## config.mk

```make
export PLATFORM = sky130hd
export DESIGN_NAME = irq_sequencer
export DESIGN_NICKNAME = d
export VERILOG_FILES = /design/src/rtl/irq_seq_pkg.sv /design/src/rtl/irq_edge_latch.sv /design/src/rtl/irq_sequencer.sv
export SDC_FILE = /design/constraint.sdc
export NUM_CORES = 1
export LEC_CHECK = 0
export BUFFER_PORTS_ARGS = -buffer_cell sky130_fd_sc_hd__buf_2
export CAP_MARGIN = 25
export CORE_MARGIN = 4
export CORE_UTILIZATION = 48
export DETAILED_ROUTE_END_ITERATION = 7
export GPL_ROUTABILITY_DRIVEN = 0
export PLACE_DENSITY = 0.78
export SYNTH_ARGS = -nofsm -noshare
export SYNTH_HDL_FRONTEND = slang
export SYNTH_SLANG_ARGS = --single-unit
```

## constraint.sdc

```tcl
create_clock -name clk -period 2 [get_ports clk]
set_input_delay 0.1 -clock clk [delete_from_list [all_inputs] [get_ports clk]]
set_output_delay 0.1 -clock clk [all_outputs]
set_load 0.02 [all_outputs]
```

## src/rtl/irq_seq_pkg.sv

```systemverilog
// Shared definitions for the interrupt sequencer: defaults, FSM encoding,
// and the fixed-priority encoder used to pick a winning request.
package irq_seq_pkg;

    localparam int          N_IRQ_DEF      = 4;
    localparam int          ADDR_W_DEF     = 16;
    localparam logic [15:0] VEC_BASE_DEF   = 16'h0010;
    localparam int          VEC_STRIDE_DEF = 4;

    typedef enum logic [1:0] {
        IDLE    = 2'd0,
        PUSH    = 2'd1,
        VECTOR  = 2'd2,
        SERVICE = 2'd3
    } irq_state_e;

    // Index of the lowest set bit (index 0 = highest priority); 0 when empty.
    function automatic int unsigned lowest_set(input logic [31:0] v);
        int unsigned idx;
        idx = 0;
        for (int i = 31; i >= 0; i--) begin
            if (v[i]) idx = i;
        end
        return idx;
    endfunction

endpackage

```

## src/rtl/irq_edge_latch.sv

```systemverilog
// Rising-edge capture of the request lines into a sticky pending register.
// A new edge on a bit beats a same-cycle clear of that bit, so a request
// that re-fires while being accepted is never lost.
module irq_edge_latch #(
    parameter int N = 4
) (
    input  logic         clk,
    input  logic         rst_n,
    input  logic [N-1:0] irq_i,
    input  logic [N-1:0] clr_i,
    output logic [N-1:0] pending_o
);

    logic [N-1:0] irq_q;
    logic [N-1:0] pend_q;
    logic [N-1:0] pend_d;
    logic [N-1:0] rise;

    assign rise      = irq_i & ~irq_q;
    assign pend_d    = (pend_q & ~clr_i) | rise;
    assign pending_o = pend_q;

    // Previous-sample register and pending bits.
    always_ff @(posedge clk or negedge rst_n) begin
        if (!rst_n) begin
            irq_q  <= '0;
            pend_q <= '0;
        end else begin
            irq_q  <= irq_i;
            pend_q <= pend_d;
        end
    end

endmodule

```

## src/rtl/irq_sequencer.sv

```systemverilog
// Interrupt sequencer: masks pending requests, picks a winner by fixed
// priority at an instruction boundary, pulses ien for the return-state
// push, hands the vector to the PC logic, then tracks the ISR until reti.
module irq_sequencer
    import irq_seq_pkg::*;
#(
    parameter int                N_IRQ      = N_IRQ_DEF,
    parameter int                ADDR_W     = ADDR_W_DEF,
    parameter logic [ADDR_W-1:0] VEC_BASE   = ADDR_W'(VEC_BASE_DEF),
    parameter int                VEC_STRIDE = VEC_STRIDE_DEF,
    localparam int               IDW        = (N_IRQ > 1) ? $clog2(N_IRQ) : 1
) (
    input  logic              clk,
    input  logic              rst_n,
    input  logic [N_IRQ-1:0]  irq,
    input  logic              mask_wr,
    input  logic [N_IRQ-1:0]  mask_din,
    input  logic              ion,
    input  logic              iof,
    input  logic              inst_done,
    input  logic              reti,
    input  logic              vec_ack,
    output logic              ien,
    output logic              vec_valid,
    output logic [ADDR_W-1:0] vec_addr,
    output logic              irq_active,
    output logic [IDW-1:0]    isr_id,
    output logic [N_IRQ-1:0]  pending
);

    irq_state_e        state_q;
    logic              gie_q;
    logic [N_IRQ-1:0]  mask_q;
    logic [IDW-1:0]    isr_id_q;
    logic              ien_q;
    logic              vec_valid_q;
    logic [ADDR_W-1:0] vec_addr_q;
    logic              active_q;

    logic [N_IRQ-1:0]  pend;
    logic [N_IRQ-1:0]  elig;
    logic [N_IRQ-1:0]  clr;
    logic [IDW-1:0]    winner;
    logic              accept;
    logic [ADDR_W-1:0] vec_calc;

    irq_edge_latch #(.N(N_IRQ)) u_edge (
        .clk       (clk),
        .rst_n     (rst_n),
        .irq_i     (irq),
        .clr_i     (clr),
        .pending_o (pend)
    );

    // Entry decision and the one-hot clear of the accepted pending bit.
    always_comb begin
        elig   = pend & mask_q;
        winner = IDW'(lowest_set(32'(elig)));
        accept = (state_q == IDLE) && gie_q && (|elig) && inst_done;
        clr    = '0;
        if (accept) clr[winner] = 1'b1;
    end

    // Vector address wraps naturally at ADDR_W bits.
    assign vec_calc = VEC_BASE + ADDR_W'(isr_id_q) * ADDR_W'(VEC_STRIDE);

    // Mask register; the new value is seen by the eligibility check next cycle.
    always_ff @(posedge clk or negedge rst_n) begin
        if (!rst_n)       mask_q <= '0;
        else if (mask_wr) mask_q <= mask_din;
    end

    // Entry sequencer with global enable and registered outputs.
    always_ff @(posedge clk or negedge rst_n) begin
        if (!rst_n) begin
            state_q     <= IDLE;
            gie_q       <= 1'b0;
            isr_id_q    <= '0;
            ien_q       <= 1'b0;
            vec_valid_q <= 1'b0;
            vec_addr_q  <= '0;
            active_q    <= 1'b0;
        end else begin
            // ion/iof act in any state; iof wins. Entry/reti below override.
            if (iof)      gie_q <= 1'b0;
            else if (ion) gie_q <= 1'b1;
            case (state_q)
                IDLE: begin
                    if (accept) begin
                        isr_id_q <= winner;
                        gie_q    <= 1'b0;
                        ien_q    <= 1'b1;
                        state_q  <= PUSH;
                    end
                end
                PUSH: begin
                    ien_q       <= 1'b0;
                    vec_valid_q <= 1'b1;
                    vec_addr_q  <= vec_calc;
                    state_q     <= VECTOR;
                end
                VECTOR: begin
                    if (vec_ack) begin
                        vec_valid_q <= 1'b0;
                        active_q    <= 1'b1;
                        state_q     <= SERVICE;
                    end
                end
                SERVICE: begin
                    if (reti) begin
                        active_q <= 1'b0;
                        gie_q    <= 1'b1;
                        state_q  <= IDLE;
                    end
                end
                default: state_q <= IDLE;
            endcase
        end
    end

    assign ien        = ien_q;
    assign vec_valid  = vec_valid_q;
    assign vec_addr   = vec_addr_q;
    assign irq_active = active_q;
    assign isr_id     = isr_id_q;
    assign pending    = pend;

endmodule

```

==> flow_metrics.env, run 1 <==
export IMPL_status="complete, no violations"
export IMPL_grt_setup_unrepaired="false"
export IMPL_peakVddDrop_mv=0.673
export IMPL_power_leakage_nw=0.662
export IMPL_cellPowerDensity_nw_per_um2=1160
export IMPL_syn2layout_area_growth_pct=18.4
export IMPL_skew_ps=5.78
export IMPL_ys_seq_area_share_pct=51.6
export IMPL_num_fill_cells=197
export IMPL_reg2regPathDepth=6
export IMPL_crit_path_end_kind="flop"
export IMPL_post_drt_wl_per_cell_um=12.7
export IMPL_cp_top_family="flip-flops"
export IMPL_htree_levels=1
export IMPL_utilization_pct=59.7
export IMPL_yosysTopAreaCell="dfrtp_1"
export IMPL_clock_sinks=23
export IMPL_hp_start="mask_din[2]"
export IMPL_postSynthAreaPerCell_um2=11.5
export IMPL_vias=779
export IMPL_drt_initial_drc_count=4
export IMPL_drv_slew=0
export IMPL_drtAntennaViolNets=0
export IMPL_viasPerCell=4.84
export IMPL_crit_chain="inv_1 > ha_1 > and3_1 > o31ai_4 > a21boi_2 > mux2_4"
export IMPL_crit_cells=6
export IMPL_grt_ovfl_total=0
export IMPL_post_route_period_util_pct=89.2
export IMPL_instances_no_fill=161
export IMPL_clk_path_buf_depth=2
export IMPL_clk_latency_ps=310
export IMPL_drt_first_pass_iters=4
export IMPL_worstSetupPathType="reg -> reg"
export IMPL_fmax_mhz=560
export IMPL_finalSetupViolCount=0
export IMPL_synth_cell_types=30
export IMPL_start_util_pct=50.4
export IMPL_io_buffers=27
export IMPL_synth_warning_count=0
export IMPL_critPathMaxFanout=6
export IMPL_post_cts_resized=0
export IMPL_worstHoldPathCells=2
export IMPL_clk_pin_slew_ps=130
export IMPL_cap_violations=0
export IMPL_core_area_um2=2210
export IMPL_dp_cells=151
export IMPL_ys_ff_latch=23
export IMPL_grt_max_degree=24
export IMPL_hold_class="in -> reg"
export IMPL_dieArea_um2=3160
export IMPL_dp_final_hpwl_um=1600
export IMPL_cp_num_buf_inv=1
export IMPL_maxSlewHeadroom_pct=66.2
export IMPL_cp_start_kind="flop"
export IMPL_fin_crit_ps=1780
export IMPL_nets=155
export IMPL_netlist_area_um2=1110
export IMPL_multi_input_area_um2=453
export IMPL_grt_pass1_vias=810
export IMPL_fin_setup_tns_ps=0
export IMPL_drive_gt1_share_pct=30.8
export IMPL_die_h_um=56.2
export IMPL_die_w_um=56.2
export IMPL_cts_tree="built"
export IMPL_rrSetupSlack_ps=220
export IMPL_crit_slowest_cell="dfrtp_1"
export IMPL_placed_area_um2=1230
export IMPL_slowest_delay_ps=430
export IMPL_cts_setup_buffers=0
export IMPL_cts_made_buffers=3
export IMPL_r2r_end="state_q[1]"
export IMPL_r2r_start="state_q[0]"
export IMPL_cp_data_required_time_ps=2210
export IMPL_antennaDiodeCount=0
export IMPL_min_to="mask_q[2]"
export IMPL_gr_usage_all_layers_pct=13.8
export IMPL_synthTopCellsByArea="dfrtp_1 (52%), buf_4 (8.8%), ha_1 (5.6%), mux2_2 (5.1%), inv_1 (3.0%)"
export IMPL_power_mw=1.53
export IMPL_ff_latch_area_um2=576
export IMPL_drc=0
export IMPL_root_buffer="clkbuf_4"
export IMPL_drt_total_wl_um=2040
export IMPL_synth_cells=97
export IMPL_antenna_found_initial=0
export IMPL_worst_pin_slew_ps=507
export IMPL_grt_pass1_wl_um=3470
export IMPL_num_rows=17
export IMPL_hold_violations=0
export IMPL_io_pins=41
export IMPL_yosysTopAreaCellShare_pct=51.6
export IMPL_final_area_um2=1320
export IMPL_arrival_ps=2000
export IMPL_postCtsHoldBufs=6
[placed cells by master (no fill, tap or decap), types with 2 or more instances in the layout]
cell	instances
o41ai_1	2
nor2_1	3
dfrtp_1	23
and2_1	2
mux2_2	5
inv_1	9
clkbuf_4	3
dlygate4sd3_1	6
a21oi_1	3
buf_2	27
conb_1	13
nand2_1	7
o21bai_1	2
o21ai_0	5
ha_1	5
[Yosys cell counts]
library cell / n
mux2i_1: 1
o21bai_1: 2
conb_1: 1
and2_1: 2
o211ai_1: 1
buf_4: 13
o41ai_1: 2
o31ai_4: 1
o31ai_1: 1
and3_1: 1
inv_1: 9
a32o_1: 1
nand3_1: 1
nand2_1: 7
a21boi_2: 1
mux2_4: 1
nand3b_1: 1
mux2_2: 5
a31oi_1: 1
a22o_1: 1
o2bb2ai_1: 1
or2_2: 1
a21oi_1: 3
nor2_1: 3
nor2b_1: 1
o21ai_0: 5
dfrtp_1: 23
ha_1: 5
a22oi_1: 1
a22o_4: 1
[layout make-up]
type	count	area share (%)
sequential	23	43.6
multi-input combinational	64	34.3
timing repair buffer	33	14.8
tap	28	2.65
inverter	9	2.56
clock buffer	3	1.71
clock inverter	1	0.379
[registers in the layout (all words and copies together), names as in the netlist]
register and flops:
mask_q 4, isr_id 2, u_edge.irq_q 4, gie_q 1, ien 1, irq_active 1
vec_valid 1, vec_addr 3, u_edge.pending_o 4, state_q 2
[logic make-up after synthesis]
family | Yosys count | share of synthesized area (%)
DFF | 23 | 51.6
buffers and inverters | 22 | 11.8
adders and majority gates | 5 | 5.61
other | 1 | 0.336
and+or+nand+nor | 17 | 7.30
muxes | 7 | 7.29
AOI/OAI and AO/OA | 22 | 16.1
[where the power goes]
group | switching (mW) | internal [mW] | total [mW]
sequential | 0.0834 | 0.580 | 0.663
clock | 0.139 | 0.0747 | 0.214
combinational | 0.370 | 0.279 | 0.649
[worst max-delay path by stage]
stage	end	startpoint	slack, ps
detailed placement	state_q[1]	state_q[0]	230
global route	state_q[1]	state_q[0]	140
floorplan	state_q[1]	state_q[0]	380
finish	state_q[1]	state_q[0]	220
global placement	state_q[1]	state_q[0]	350
CTS	state_q[1]	state_q[0]	210
[stage by stage]
step | worst slack [ps] | hold WS [ps]
2_1_floorplan | 381 | -196
3_3_place_gp | 345 | 89.7
3_5_place_dp | 230 | 99.5
4_1_cts | 208 | 5.93
5_1_grt | 137 | 4.48
6_report | 215 | 14.3
[layer usage]
layer,vias up,global-route usage (%),share of wire [%]
li1,376,-,-
met1,371,16.9,44
met2,28,22.9,47
met3,4,2.55,7.0
met4,0,7.12,1.8
met5,-,0,0
Note: power is estimated with default switching activity, not from simulation.
==> inputs of run 2 (changes only) <==
Settings changed: BUFFER_PORTS_ARGS -buffer_cell sky130_fd_sc_hd__buf_2 to not set, CORE_UTILIZATION 48 to 55, DONT_BUFFER_PORTS set to 1, PLACE_DENSITY 0.78 to 0.7, SKIP_LAST_GASP set to 1.
==> flow_metrics.env, run 2 (synthesis results as in run 1) <==
export IMPL_status="complete, no violations"
export IMPL_syn2layout_area_growth_pct=12.8
export IMPL_vias=710
export IMPL_cp_data_required_time_ps=2200
export IMPL_clk_pin_slew_ps=120
export IMPL_power_leakage_nw=0.590
export IMPL_r2r_start="state_q[1]"
export IMPL_antenna_found_initial=0
export IMPL_gr_usage_all_layers_pct=15.2
export IMPL_cp_top_family="flip-flops"
export IMPL_drive_gt1_share_pct=12.4
export IMPL_internal_power_mw=0.891
export IMPL_switching_share_pct=38.2
export IMPL_drt_initial_drc_count=7
export IMPL_post_drt_wl_per_cell_um=13.5
export IMPL_drt_first_pass_iters=4
export IMPL_die_h_um=53.0
export IMPL_rrSetupSlack_ps=270
export IMPL_grt_setup_unrepaired="false"
export IMPL_cap_violations=0
export IMPL_drv_slew=0
export IMPL_clock_sinks=23
export IMPL_grt_ovfl_total=0
export IMPL_cp_start_kind="flop"
export IMPL_fin_setup_tns_ps=0
export IMPL_grt_pass1_vias=707
export IMPL_pwr_share_comb_pct=33.2
export IMPL_p_clk_share_pct=14.3
export IMPL_r2r_end="state_q[1]"
export IMPL_cp_num_buf_inv=1
export IMPL_core_area_um2=1940
export IMPL_cts_setup_buffers=0
export IMPL_hold_violations=0
export IMPL_grt_pass1_wl_um=3030
export IMPL_viasPerCell=5.07
export IMPL_clk_latency_ps=300
export IMPL_root_buffer="clkbuf_4"
export IMPL_num_rows=16
export IMPL_p_switching_mw=0.550
export IMPL_mostFrequentLayoutCells="dfrtp_1 (23), conb_1 (13), dlygate4sd3_1 (12)"
export IMPL_reg2regPathDepth=6
export IMPL_finalSetupViolCount=0
export IMPL_slowest_delay_ps=440
export IMPL_htree_levels=1
export IMPL_crit_path_end_kind="flop"
export IMPL_critPathMaxFanout=6
export IMPL_placed_area_um2=1100
export IMPL_worstSetupPathType="reg -> reg"
export IMPL_skew_ps=9.58
export IMPL_hp_start="iof"
export IMPL_cts_made_buffers=3
export IMPL_crit_chain="inv_1 > ha_1 > and3_1 > o31ai_4 > a21boi_2 > mux2_4"
export IMPL_peakVddDrop_mv=0.684
export IMPL_holdWs_ps=29.3
export IMPL_arrival_ps=1930
export IMPL_hold_class="in -> reg"
export IMPL_post_route_period_util_pct=86.5
export IMPL_seqPwrFrac_pct=52.5
export IMPL_dp_final_hpwl_um=1360
export IMPL_drt_total_wl_um=1900
export IMPL_nets=135
export IMPL_io_pins=41
export IMPL_fin_crit_ps=1730
export IMPL_drtAntennaViolNets=0
export IMPL_fmax_mhz=578
export IMPL_final_common_cell="dfrtp_1"
export IMPL_num_fill_cells=167
export IMPL_grt_max_degree=24
export IMPL_clk_path_buf_depth=2
export IMPL_min_to="gie_q"
export IMPL_start_util_pct=57.4
export IMPL_dieArea_um2=2810
export IMPL_cellPowerDensity_nw_per_um2=1150
export IMPL_antennaDiodeCount=0
export IMPL_final_area_um2=1260
export IMPL_die_w_um=53.0
export IMPL_drc=0
export IMPL_crit_slowest_cell="dfrtp_1"
export IMPL_worstHoldPathCells=2
export IMPL_cts_tree="built"
export IMPL_io_buffers=0
[run 2: cell types whose count changed in the layout (fill, tap and decap cells not counted)]
cell and delta:
clkbuf_1 +1, buf_2 -27, buf_8 +1, dlygate4sd3_1 +6, clkinv_2 -1
[run 2: metal layers]
metal  part of all wire, %  vias up  GRT usage (%)
met4                  0.53        0           6.38
met5                     0        -              0
met1                    40      341           16.8
met2                    52       26           26.9
li1                      -      341              -
met3                   7.5        2           4.51
[run 2: worst register-to-register path: cells and delay by family, from the launching register on]
| kind | cells | cell delay, ps |
|---|---|---|
| fa+ha+maj | 1 | 220 |
| compound gates | 2 | 320 |
| flops | 1 | 440 |
| mux | 1 | 310 |
| simple gates | 1 | 220 |
| buf+inv | 1 | 120 |
[run 2: worst max-delay path by stage]
stage               startpoint         end  slack [ps]  depth (start not counted)
floorplan           state_q[0]  state_q[1]         380                          6
global placement    state_q[1]  state_q[1]         340                          6
detailed placement  state_q[1]  state_q[1]         290                          6
CTS                 state_q[1]  state_q[1]         260                          6
global route        state_q[1]  state_q[1]         160                          6
finish              state_q[1]  state_q[1]         270                          6
[run 2: power by group through the flow]
stage          logic [mW]  clock network [mW]  registers [mW]
2_1_floorplan       0.401                   0           0.743
5_1_grt             0.534               0.238           0.776
6_report            0.478               0.206           0.757
3_5_place_dp        0.446                   0           0.772
3_3_place_gp        0.431                   0           0.768
4_1_cts             0.478               0.221           0.761
[run 2: final cells by class]
class | instances | area [um^2] | share of cell area (%)
inverters | 9 | 33.8 | 2.69
repair buffers | 13 | 135 | 10.7
flip-flops and latches | 23 | 576 | 45.8
clock buffers | 4 | 26.3 | 2.09
well taps | 27 | 33.8 | 2.69
multi-input cells | 64 | 453 | 36.0
[run 2: timing repair]
item,4_1_cts,5_1_grt
hold buffers,12,0
hold endpoints to repair,37,0
gates resized for setup,0,0
[run 2: stage by stage]
| step | setup WS, ps | utilization (%) | power, mW | instances |
|---|---|---|---|---|
| 5_1_grt | 157 | 64.8 | 1.55 | 140 |
| 6_report | 270 | 64.8 | 1.44 | 140 |
| 4_1_cts | 263 | 64.0 | 1.46 | 139 |
| 3_3_place_gp | 342 | 56.4 | 1.20 | 123 |
| 3_5_place_dp | 285 | 56.4 | 1.22 | 123 |
| 2_1_floorplan | 381 | - | 1.14 | 109 |
==> inputs of run 3 (changes only) <==
Settings changed: SYNTH_HIERARCHICAL set to 1.
==> flow_metrics.env, run 3 <==
export IMPL_slowest_delay_ps=430
export IMPL_grt_pass1_vias=714
export IMPL_fin_setup_tns_ps=0
export IMPL_antenna_found_initial=0
export IMPL_grt_max_degree=24
export IMPL_fmax_mhz=540
export IMPL_rrSetupSlack_ps=150
export IMPL_io_buffers=0
export IMPL_reg2regPathDepth=6
export IMPL_dieArea_um2=2840
export IMPL_drtAntennaViolNets=0
export IMPL_syn2layout_area_growth_pct=15.6
export IMPL_start_util_pct=57.4
export IMPL_cp_start_kind="flop"
export IMPL_clock_sinks=23
export IMPL_cap_violations=0
export IMPL_die_h_um=53.3
export IMPL_root_buffer="clkbuf_4"
export IMPL_netlist_area_um2=1130
export IMPL_ys_seq_area_share_pct=51.1
export IMPL_viasPerCell=4.95
export IMPL_post_route_period_util_pct=92.5
export IMPL_ys_ff_latch=23
export IMPL_utilization_pct=66.3
export IMPL_crit_chain="inv_1 > ha_1 > nand3_2 > a41o_2 > a21boi_2 > mux2_1"
export IMPL_critPathMaxFanout=6
export IMPL_crit_cells=6
export IMPL_yosysTopAreaCell="dfrtp_1"
export IMPL_synth_commonest_cells="dfrtp_1 (23), buf_4 (13), inv_1 (11)"
export IMPL_dp_final_hpwl_um=1420
export IMPL_postSynthAreaPerCell_um2=11.4
export IMPL_synth_cell_types=27
export IMPL_cts_made_buffers=3
export IMPL_r2r_start="state_q[0]"
export IMPL_fin_crit_ps=1850
export IMPL_cp_num_buf_inv=1
export IMPL_clk_pin_slew_ps=120
export IMPL_async_reset_ff_share_pct=100
export IMPL_die_w_um=53.3
export IMPL_drt_initial_drc_count=3
export IMPL_num_rows=16
export IMPL_cp_startpoint="state_q[0]"
export IMPL_hold_class="in -> async"
export IMPL_mostFrequentLayoutCells="dfrtp_1 (23), dlygate4sd3_1 (14), conb_1 (13)"
export IMPL_antennaDiodeCount=0
export IMPL_crit_slowest_cell="dfrtp_1"
export IMPL_clk_path_buf_depth=2
export IMPL_nets=139
export IMPL_htree_levels=1
export IMPL_drv_slew=0
export IMPL_crit_path_end_kind="flop"
export IMPL_power_mw=1.46
export IMPL_drive_gt1_share_pct=17.1
export IMPL_cp_data_required_time_ps=2190
export IMPL_synth_cells=99
export IMPL_final_area_um2=1300
export IMPL_skew_ps=8.08
export IMPL_grt_pass1_wl_um=3040
export IMPL_gr_usage_all_layers_pct=15.3
export IMPL_status="complete, no violations"
export IMPL_power_leakage_nw=0.641
export IMPL_post_drt_wl_per_cell_um=13.2
export IMPL_worstSetupPathType="reg -> reg"
export IMPL_final_common_cell="dfrtp_1"
export IMPL_synthTopCellsByArea="dfrtp_1 (51%), buf_4 (8.7%), mux2_2 (6.0%), ha_1 (5.6%), o22ai_2 (4.4%)"
export IMPL_arrival_ps=2040
export IMPL_synth_edff_count=0
export IMPL_placed_area_um2=1110
export IMPL_cts_tree="built"
export IMPL_synth_warning_count=6
export IMPL_synthFlopType="dfrtp_1"
export IMPL_core_area_um2=1960
export IMPL_drt_first_pass_iters=3
export IMPL_drc=0
export IMPL_hold_violations=0
export IMPL_cellPowerDensity_nw_per_um2=1120
export IMPL_io_pins=41
export IMPL_grt_setup_unrepaired="false"
export IMPL_grt_ovfl_total=0
export IMPL_vias=713
export IMPL_clk_latency_ps=310
export IMPL_yosysTopAreaCellShare_pct=51.1
export IMPL_cp_top_family="compound AO/OA/AOI/OAI gates"
export IMPL_finalSetupViolCount=0
export IMPL_peakVddDrop_mv=0.596
export IMPL_drt_total_wl_um=1910
export IMPL_synth_most_common_cell="dfrtp_1"
## run 3: path summary, 6_finish.rpt
check	to
worst min-delay path	u_edge/pending_o[3]
worst min register to register	u_edge/pending_o[0]
min in group clk	state_q[0]
max in group asynchronous	state_q[1]
worst max register to register	state_q[1]
worst max-delay path	state_q[1]
## run 3: worst reg2reg max path: cells and delay by family (launching register included)
kind	cells	cell delay, ps
flops	1	430
mux	1	340
compound gates	2	480
simple gates	1	120
buf+inv	1	120
fa+ha+maj	1	250
## run 3: logic make-up (layout without fill, tap and decap cells)
group,count (synthesis),after routing,share of synthesized area (%)
muxes,8,8,8.00
buffers and inverters,24,30,12.3
DFF,23,23,51.1
AOI/OAI and AO/OA,18,18,13.8
and+or+nand+nor,20,20,8.89
adders and majority gates,5,5,5.56
other,1,13,0.333
## run 3: area by class of cell
class | instances | area (um^2)
fillers | 167 | 661
flip-flops and latches | 23 | 576
multi-input cells | 64 | 457
repair buffers | 15 | 168
inverters | 11 | 41.3
well taps | 27 | 33.8
clock buffers | 4 | 26.3
## run 3: per-layer routing
metal,part of all wire [%],vias up,global-route usage (%)
met5,0,-,0
li1,-,345,-
met2,46,27,22.4
met4,1.8,0,8.51
met3,7.1,4,5.63
met1,45,337,19.3
## run 3: repair_timing
action / in CTS / in global routing
setup buffers: 0 / 0
resized for setup: 0 / 0
hold buffers: 14 / 0
hold endpoints to repair: 36 / 0
## run 3: report_power, final
part	switching (mW)	internal, mW	total (mW)
Clock	0.132	0.0778	0.209
Sequential	0.189	0.585	0.774
Combinational	0.242	0.232	0.474
## run 3: through the flow
stage | setup WS, ps | hold slack, ps | cells
floorplan | 308 | -196 | 111
global placement | 249 | -195 | 125
detailed placement | 158 | -195 | 125
CTS | 140 | 68.7 | 143
global route | 33.2 | 55.8 | 144
finish | 150 | 71.5 | 144
